### src/rtl/aes_key_sched.sv
`default_nettype none
// ============================================================================
// aes_key_sched : iterative AES-128/192/256 key schedule, one word per step,
//                 streaming NR+1 round keys over a valid/ready interface.
// Rev 1.0
// ============================================================================

module aes_key_sched_s4 (
    input  logic        clk,
    input  logic [31:0] in_i,
    output logic [31:0] out_o
);

    function automatic logic [7:0] gf_mul(input logic [7:0] a, input logic [7:0] b);
        logic [7:0] p;
        logic [7:0] aa;
        p  = 8'h00;
        aa = a;
        for (int k = 0; k < 8; k++) begin
            if (b[k]) p = p ^ aa;
            aa = {aa[6:0], 1'b0} ^ (aa[7] ? 8'h1b : 8'h00);
        end
        return p;
    endfunction

    // Inverse as x^254 by square-and-multiply, then the AES affine map.
    function automatic logic [7:0] sbox(input logic [7:0] x);
        logic [7:0] t;
        logic [7:0] r;
        t = x;
        r = 8'h01;
        for (int k = 1; k < 8; k++) begin
            t = gf_mul(t, t);
            r = gf_mul(r, t);
        end
        return r ^ {r[6:0], r[7]} ^ {r[5:0], r[7:6]} ^ {r[4:0], r[7:5]}
                 ^ {r[3:0], r[7:4]} ^ 8'h63;
    endfunction

    logic [31:0] out_q;

    always_ff @(posedge clk) begin
        out_q <= {sbox(in_i[31:24]), sbox(in_i[23:16]), sbox(in_i[15:8]), sbox(in_i[7:0])};
    end

    assign out_o = out_q;

endmodule

module aes_key_sched #(
    parameter int KEY_LEN = 128
) (
    input  logic               clk,
    input  logic               rst_n,
    input  logic               start_i,
    input  logic [KEY_LEN-1:0] key_i,
    output logic               busy_o,
    output logic               rk_valid_o,
    input  logic               rk_ready_i,
    output logic [127:0]       rk_data_o,
    output logic [3:0]         rk_idx_o,
    output logic               rk_last_o
);

    localparam int         NK        = KEY_LEN / 32;
    localparam int         NR        = NK + 6;
    localparam logic [5:0] I_KEY_END = 6'(NK - 1);
    localparam logic [5:0] I_END     = 6'(4 * NR + 3);
    localparam logic [2:0] J_END     = 3'(NK - 1);
    localparam logic [3:0] IDX_LAST  = 4'(NR);

    if (KEY_LEN != 128 && KEY_LEN != 192 && KEY_LEN != 256) begin : g_bad_key_len
        $error("aes_key_sched: KEY_LEN must be 128, 192 or 256");
    end

    typedef enum logic [1:0] {
        IDLE = 2'd0,
        LOAD = 2'd1,
        SUB  = 2'd2,
        WR   = 2'd3
    } state_t;

    state_t             state_q;
    logic [KEY_LEN-1:0] win_q;
    logic [95:0]        asm_q;
    logic [1:0]         cnt_q;
    logic [5:0]         i_q;
    logic [2:0]         j_q;
    logic [7:0]         rcon_q;
    logic               busy_q;
    logic               rk_valid_q;
    logic               rk_last_q;
    logic [127:0]       rk_data_q;
    logic [3:0]         rk_idx_q;

    logic [31:0] w_old;
    logic [31:0] w_prev;
    logic [31:0] s4_in;
    logic [31:0] s4_out;
    logic [31:0] temp_d;
    logic [31:0] word_d;
    logic [7:0]  rcon_d;
    logic        rot_sel;
    logic        sub_sel;
    logic        grp_full;
    logic        can_append;
    logic        fire;
    logic        accept;

    // Window holds w[i-Nk] (top) .. w[i-1] (bottom); LOAD rotates it so it
    // ends up holding the key again when generation starts.
    assign w_old      = win_q[KEY_LEN-1 -: 32];
    assign w_prev     = win_q[31:0];
    assign rot_sel    = (j_q == 3'd0);
    assign sub_sel    = (NK == 8) && (j_q == 3'd4);
    assign s4_in      = rot_sel ? {w_prev[23:0], w_prev[31:24]} : w_prev;
    assign temp_d     = rot_sel ? (s4_out ^ {rcon_q, 24'h0}) : (sub_sel ? s4_out : w_prev);
    assign word_d     = (state_q == LOAD) ? w_old : (w_old ^ temp_d);
    assign rcon_d     = {rcon_q[6:0], 1'b0} ^ (rcon_q[7] ? 8'h1b : 8'h00);
    assign grp_full   = (cnt_q == 2'd3);
    assign can_append = !grp_full || !rk_valid_q || rk_ready_i;
    assign fire       = ((state_q == LOAD) || (state_q == WR)) && can_append;
    assign accept     = rk_valid_q && rk_ready_i;

    aes_key_sched_s4 u_s4 (
        .clk   (clk),
        .in_i  (s4_in),
        .out_o (s4_out)
    );

    always_ff @(posedge clk) begin
        if (!rst_n) begin
            state_q    <= IDLE;
            win_q      <= '0;
            asm_q      <= '0;
            cnt_q      <= 2'd0;
            i_q        <= 6'd0;
            j_q        <= 3'd0;
            rcon_q     <= 8'h01;
            busy_q     <= 1'b0;
            rk_valid_q <= 1'b0;
            rk_last_q  <= 1'b0;
            rk_data_q  <= '0;
            rk_idx_q   <= 4'd0;
        end else begin
            if (accept) begin
                rk_valid_q <= 1'b0;
                rk_last_q  <= 1'b0;
                if (rk_last_q) busy_q <= 1'b0;
            end
            case (state_q)
                IDLE: begin
                    if (start_i && !busy_q) begin
                        state_q <= LOAD;
                        win_q   <= key_i;
                        cnt_q   <= 2'd0;
                        i_q     <= 6'd0;
                        j_q     <= 3'd0;
                        rcon_q  <= 8'h01;
                        busy_q  <= 1'b1;
                    end
                end
                SUB: state_q <= WR;
                default: begin
                    if (fire) begin
                        win_q <= {win_q[KEY_LEN-33:0], word_d};
                        if (grp_full) begin
                            rk_data_q  <= {asm_q, word_d};
                            rk_idx_q   <= i_q[5:2];
                            rk_last_q  <= (i_q[5:2] == IDX_LAST);
                            rk_valid_q <= 1'b1;
                            cnt_q      <= 2'd0;
                        end else begin
                            asm_q <= {asm_q[63:0], word_d};
                            cnt_q <= cnt_q + 2'd1;
                        end
                        i_q <= i_q + 6'd1;
                        j_q <= (j_q == J_END) ? 3'd0 : j_q + 3'd1;
                        if (state_q == WR && rot_sel) rcon_q <= rcon_d;
                        if (state_q == LOAD)
                            state_q <= (i_q == I_KEY_END) ? SUB : LOAD;
                        else
                            state_q <= (i_q == I_END) ? IDLE : SUB;
                    end
                end
            endcase
        end
    end

    assign busy_o     = busy_q;
    assign rk_valid_o = rk_valid_q;
    assign rk_data_o  = rk_data_q;
    assign rk_idx_o   = rk_idx_q;
    assign rk_last_o  = rk_last_q;

endmodule

`default_nettype wire

### config.mk
export PLATFORM = sky130hd
export DESIGN_NAME = aes_key_sched
export DESIGN_NICKNAME = d
export VERILOG_FILES = /design/src/rtl/aes_key_sched.sv
export SDC_FILE = /design/constraint.sdc
export NUM_CORES = 2
export LEC_CHECK = 0
export CORE_ASPECT_RATIO = 0.7
export CORE_MARGIN = 10
export CORE_UTILIZATION = 59
export DETAILED_ROUTE_END_ITERATION = 8
export PLACE_DENSITY = 0.77
export REMOVE_ABC_BUFFERS = 1
export SYNTH_ARGS = -nofsm -noshare
export SYNTH_HDL_FRONTEND = slang
export SYNTH_SLANG_ARGS = --single-unit
### constraint.sdc
create_clock -name clk -period 17.9 [get_ports clk]
set_clock_uncertainty 0.15 [all_clocks]
set_input_delay 2.685 -clock clk [delete_from_list [all_inputs] [get_ports clk]]
set_output_delay 2.685 -clock clk [all_outputs]
set_load 0.05 [all_outputs]
==> impl_metrics.json <==
{
  "final_common_cell": "xnor2_1",
  "nNetsFinal": 10265,
  "setup_violations": 0,
  "gp_congestion": 1.00,
  "cp-end-kind": "flip-flop",
  "dr.pass1.iters": 6,
  "cts_made_buffers": 39,
  "async_reset_ff_share_pct": 0,
  "die_w_um": 453,
  "drv_cap": 0,
  "clock-sinks": 412,
  "core_um2": 131000,
  "drc_errors": 0,
  "slew_headroom_pct": 14.5,
  "vias": 74726,
  "drive_gt1_share_pct": 10.8,
  "ctsHoldBuffers": 0,
  "period_needed_ns": 17.11,
  "crit_required_ns": 18.31,
  "io_pins": 267,
  "path_class": "flip-flop to flip-flop",
  "htreeDepth": 2,
  "crit_fanout": 19,
  "synth_edf_count": 0,
  "die-area_um2": 146000,
  "grt_pass1_vias": 68594,
  "cpMaxStageDelayCell": "xnor3_1",
  "syn_inst": 10111,
  "post-place-ws_ns": 0.0736,
  "hpwl_um": 186000,
  "synth_area_per_cell_um2": 7.66,
  "area_growth_pct": 9.11,
  "ys_seq_area_share_pct": 10.7,
  "cts_root_buf": "clkbuf_16",
  "grt_pass1_wl_um": 391000,
  "synth_cell_types": 138,
  "antenna_left": 0,
  "insertion_delay_ns": 0.63,
  "routed_wl_um": 251000,
  "drv_slew": 0,
  "die_h_um": 323,
  "hold_viol_final": 0,
  "final_util_pct": 64.7,
  "grt_antenna_before_repair": 10,
  "viasPerCell": 6.28,
  "fin_ws_ns": 0.791,
  "clockBufferDepth": 3,
  "grt.overflow.total": 0,
  "ys_ff_latch": 412,
  "rows": 111,
  "numPortBuffers": 266,
  "critPathLaunchType": "flip-flop",
  "cts_tree": "done",
  "synth_flop_cell": "dfxtp_1",
  "critPathMostFrequentCell": "xnor2_1",
  "syn_area_um2": 77400,
  "start_util_pct": 59.3,
  "final.period_utilization_pct": 95.6,
  "fmax_ghz": 0.0584,
  "critPathArrivalTime_ns": 17.52,
  "hold_path.class": "flip-flop to flip-flop",
  "wl_per_cell_um": 21.1,
  "yosys_warnings": 0,
  "cts.clk_slew.worst_paths_ns": 0.07,
  "first_iter_violations": 8787,
  "worstMarginPinSlew_ns": 1.27,
  "whs_ns": 0.314,
  "max_stage_delay_ns": 0.64,
  "mostFrequentLayoutCells": "xnor2_1, nand2_1, nor2_1, a21oi_1, xor2_1",
  "fin_setup_tns_ns": 0,
  "track_usage_pct": 32.1,
  "r2r_setup_slack_ns": 0.79,
  "status": "finished clean",
  "grt_max_degree": 245
}
## synthesized netlist by cell type (all sizes together), types with 22 or more instances
cell | instances | area share, %
a21boi | 281 | 2.7
mux2 | 64 | 0.95
a21oi | 472 | 3.1
a211oi | 98 | 1.0
o211a | 82 | 1.1
o22ai | 115 | 0.94
nor2 | 1222 | 6.0
o211ai | 78 | 0.77
nand2 | 1430 | 6.9
dfxtp | 412 | 11
o32ai | 31 | 0.36
o21ai | 408 | 2.7
and2 | 68 | 0.55
a31oi | 97 | 0.81
o31ai | 26 | 0.27
xor2 | 502 | 6.3
nor2b | 61 | 0.49
and3 | 47 | 0.38
a221oi | 38 | 0.49
xnor3 | 297 | 8.7
nor3 | 230 | 1.5
o21a | 43 | 0.42
nand4 | 34 | 0.28
a21o | 44 | 0.43
xor3 | 32 | 1.0
ha | 32 | 0.52
o221ai | 58 | 0.66
nor4 | 28 | 0.23
a22oi | 162 | 1.6
mux2i | 266 | 3.7
xnor2 | 1815 | 23
a211o | 29 | 0.33
nand3 | 198 | 1.3
or2 | 38 | 0.31
nand2b | 67 | 0.56
or3 | 44 | 0.36
nor3b | 22 | 0.22
inv | 93 | 0.45
buf | 291 | 2.2
a32oi | 33 | 0.37
clkbuf | 441 | 2.1
## per-stage QoR
stage,instance area (um^2),cells
5_1_grt,84500,11890
2_1_floorplan,74100,9379
4_1_cts,83500,11842
3_5_place_dp,82100,11771
6_report,84500,11892
3_3_place_gp,82100,11771
## final cells by class
| class | count | area [um^2] |
|---|---|---|
| inverters | 110 | 413 |
| clock buffers | 52 | 1120 |
| fillers | 11380 | 46100 |
| flip-flops and latches | 412 | 8250 |
| diodes | 10 | 25.0 |
| well taps | 1751 | 2190 |
| repair buffers | 681 | 5840 |
| multi-input cells | 8857 | 66400 |
| clock inverters | 19 | 238 |
## final timing paths
| check | start | endpoint | cells past startpoint |
|---|---|---|---|
| setup / recovery | j_q[0] | u_s4.out_o[29] | 55 |
| hold / removal | win_q[87] | win_q[87] | 2 |
| setup reg to reg | j_q[0] | u_s4.out_o[29] | 55 |
| hold reg to reg | win_q[87] | win_q[87] | 2 |
## timing repair
action                                  CTS  global route
resized for setup                         0            90
buffers inserted                          0            40
endpoints found under the setup margin    0            32
## flip-flops by register name (all words and copies together), names as in the netlist, named ones only
signal      cells
i_q             6
state_q         1
win_q         128
j_q             3
cnt_q           2
rcon_q          8
busy_o          1
u_s4.out_o     32
rk_valid_o      1
asm_q          96
rk_last_o       1
rk_idx_o        4
rk_data_o     128
## cell families after synthesis
| family | synth area share, % |
|---|---|
| compound gates | 20.3 |
| xor+xnor | 39.0 |
| flops | 10.7 |
| buf+inv | 4.86 |
| fa+ha+maj | 0.543 |
| mux | 4.74 |
| simple gates | 19.8 |
## routing by layer
| layer | wire length [um] | vias to the layer above | GRT usage (%) |
|---|---|---|---|
| met4 | 6540 | 0 | 8.21 |
| met3 | 26300 | 413 | 4.83 |
| met1 | 109000 | 35361 | 47.1 |
| li1 | - | 34868 | - |
| met5 | 0 | - | 0 |
| met2 | 108000 | 4084 | 48.7 |
## worst max-delay path: cells and delay by family (launching register included)
| family | cells | cell delay (ns) |
|---|---|---|
| XOR/XNOR | 30 | 10.14 |
| buffers and inverters | 4 | 0.86 |
| AO/OA/AOI/OAI | 8 | 1.62 |
| AND/OR/NAND/NOR | 8 | 2.23 |
| flip-flops | 1 | 0.39 |
| adder cells (fa/ha/maj) | 2 | 0.73 |
| multiplexers | 3 | 0.86 |
Power is not shown: default switching activity piles up to over one toggle a cycle in this logic, so the estimate is an artifact.
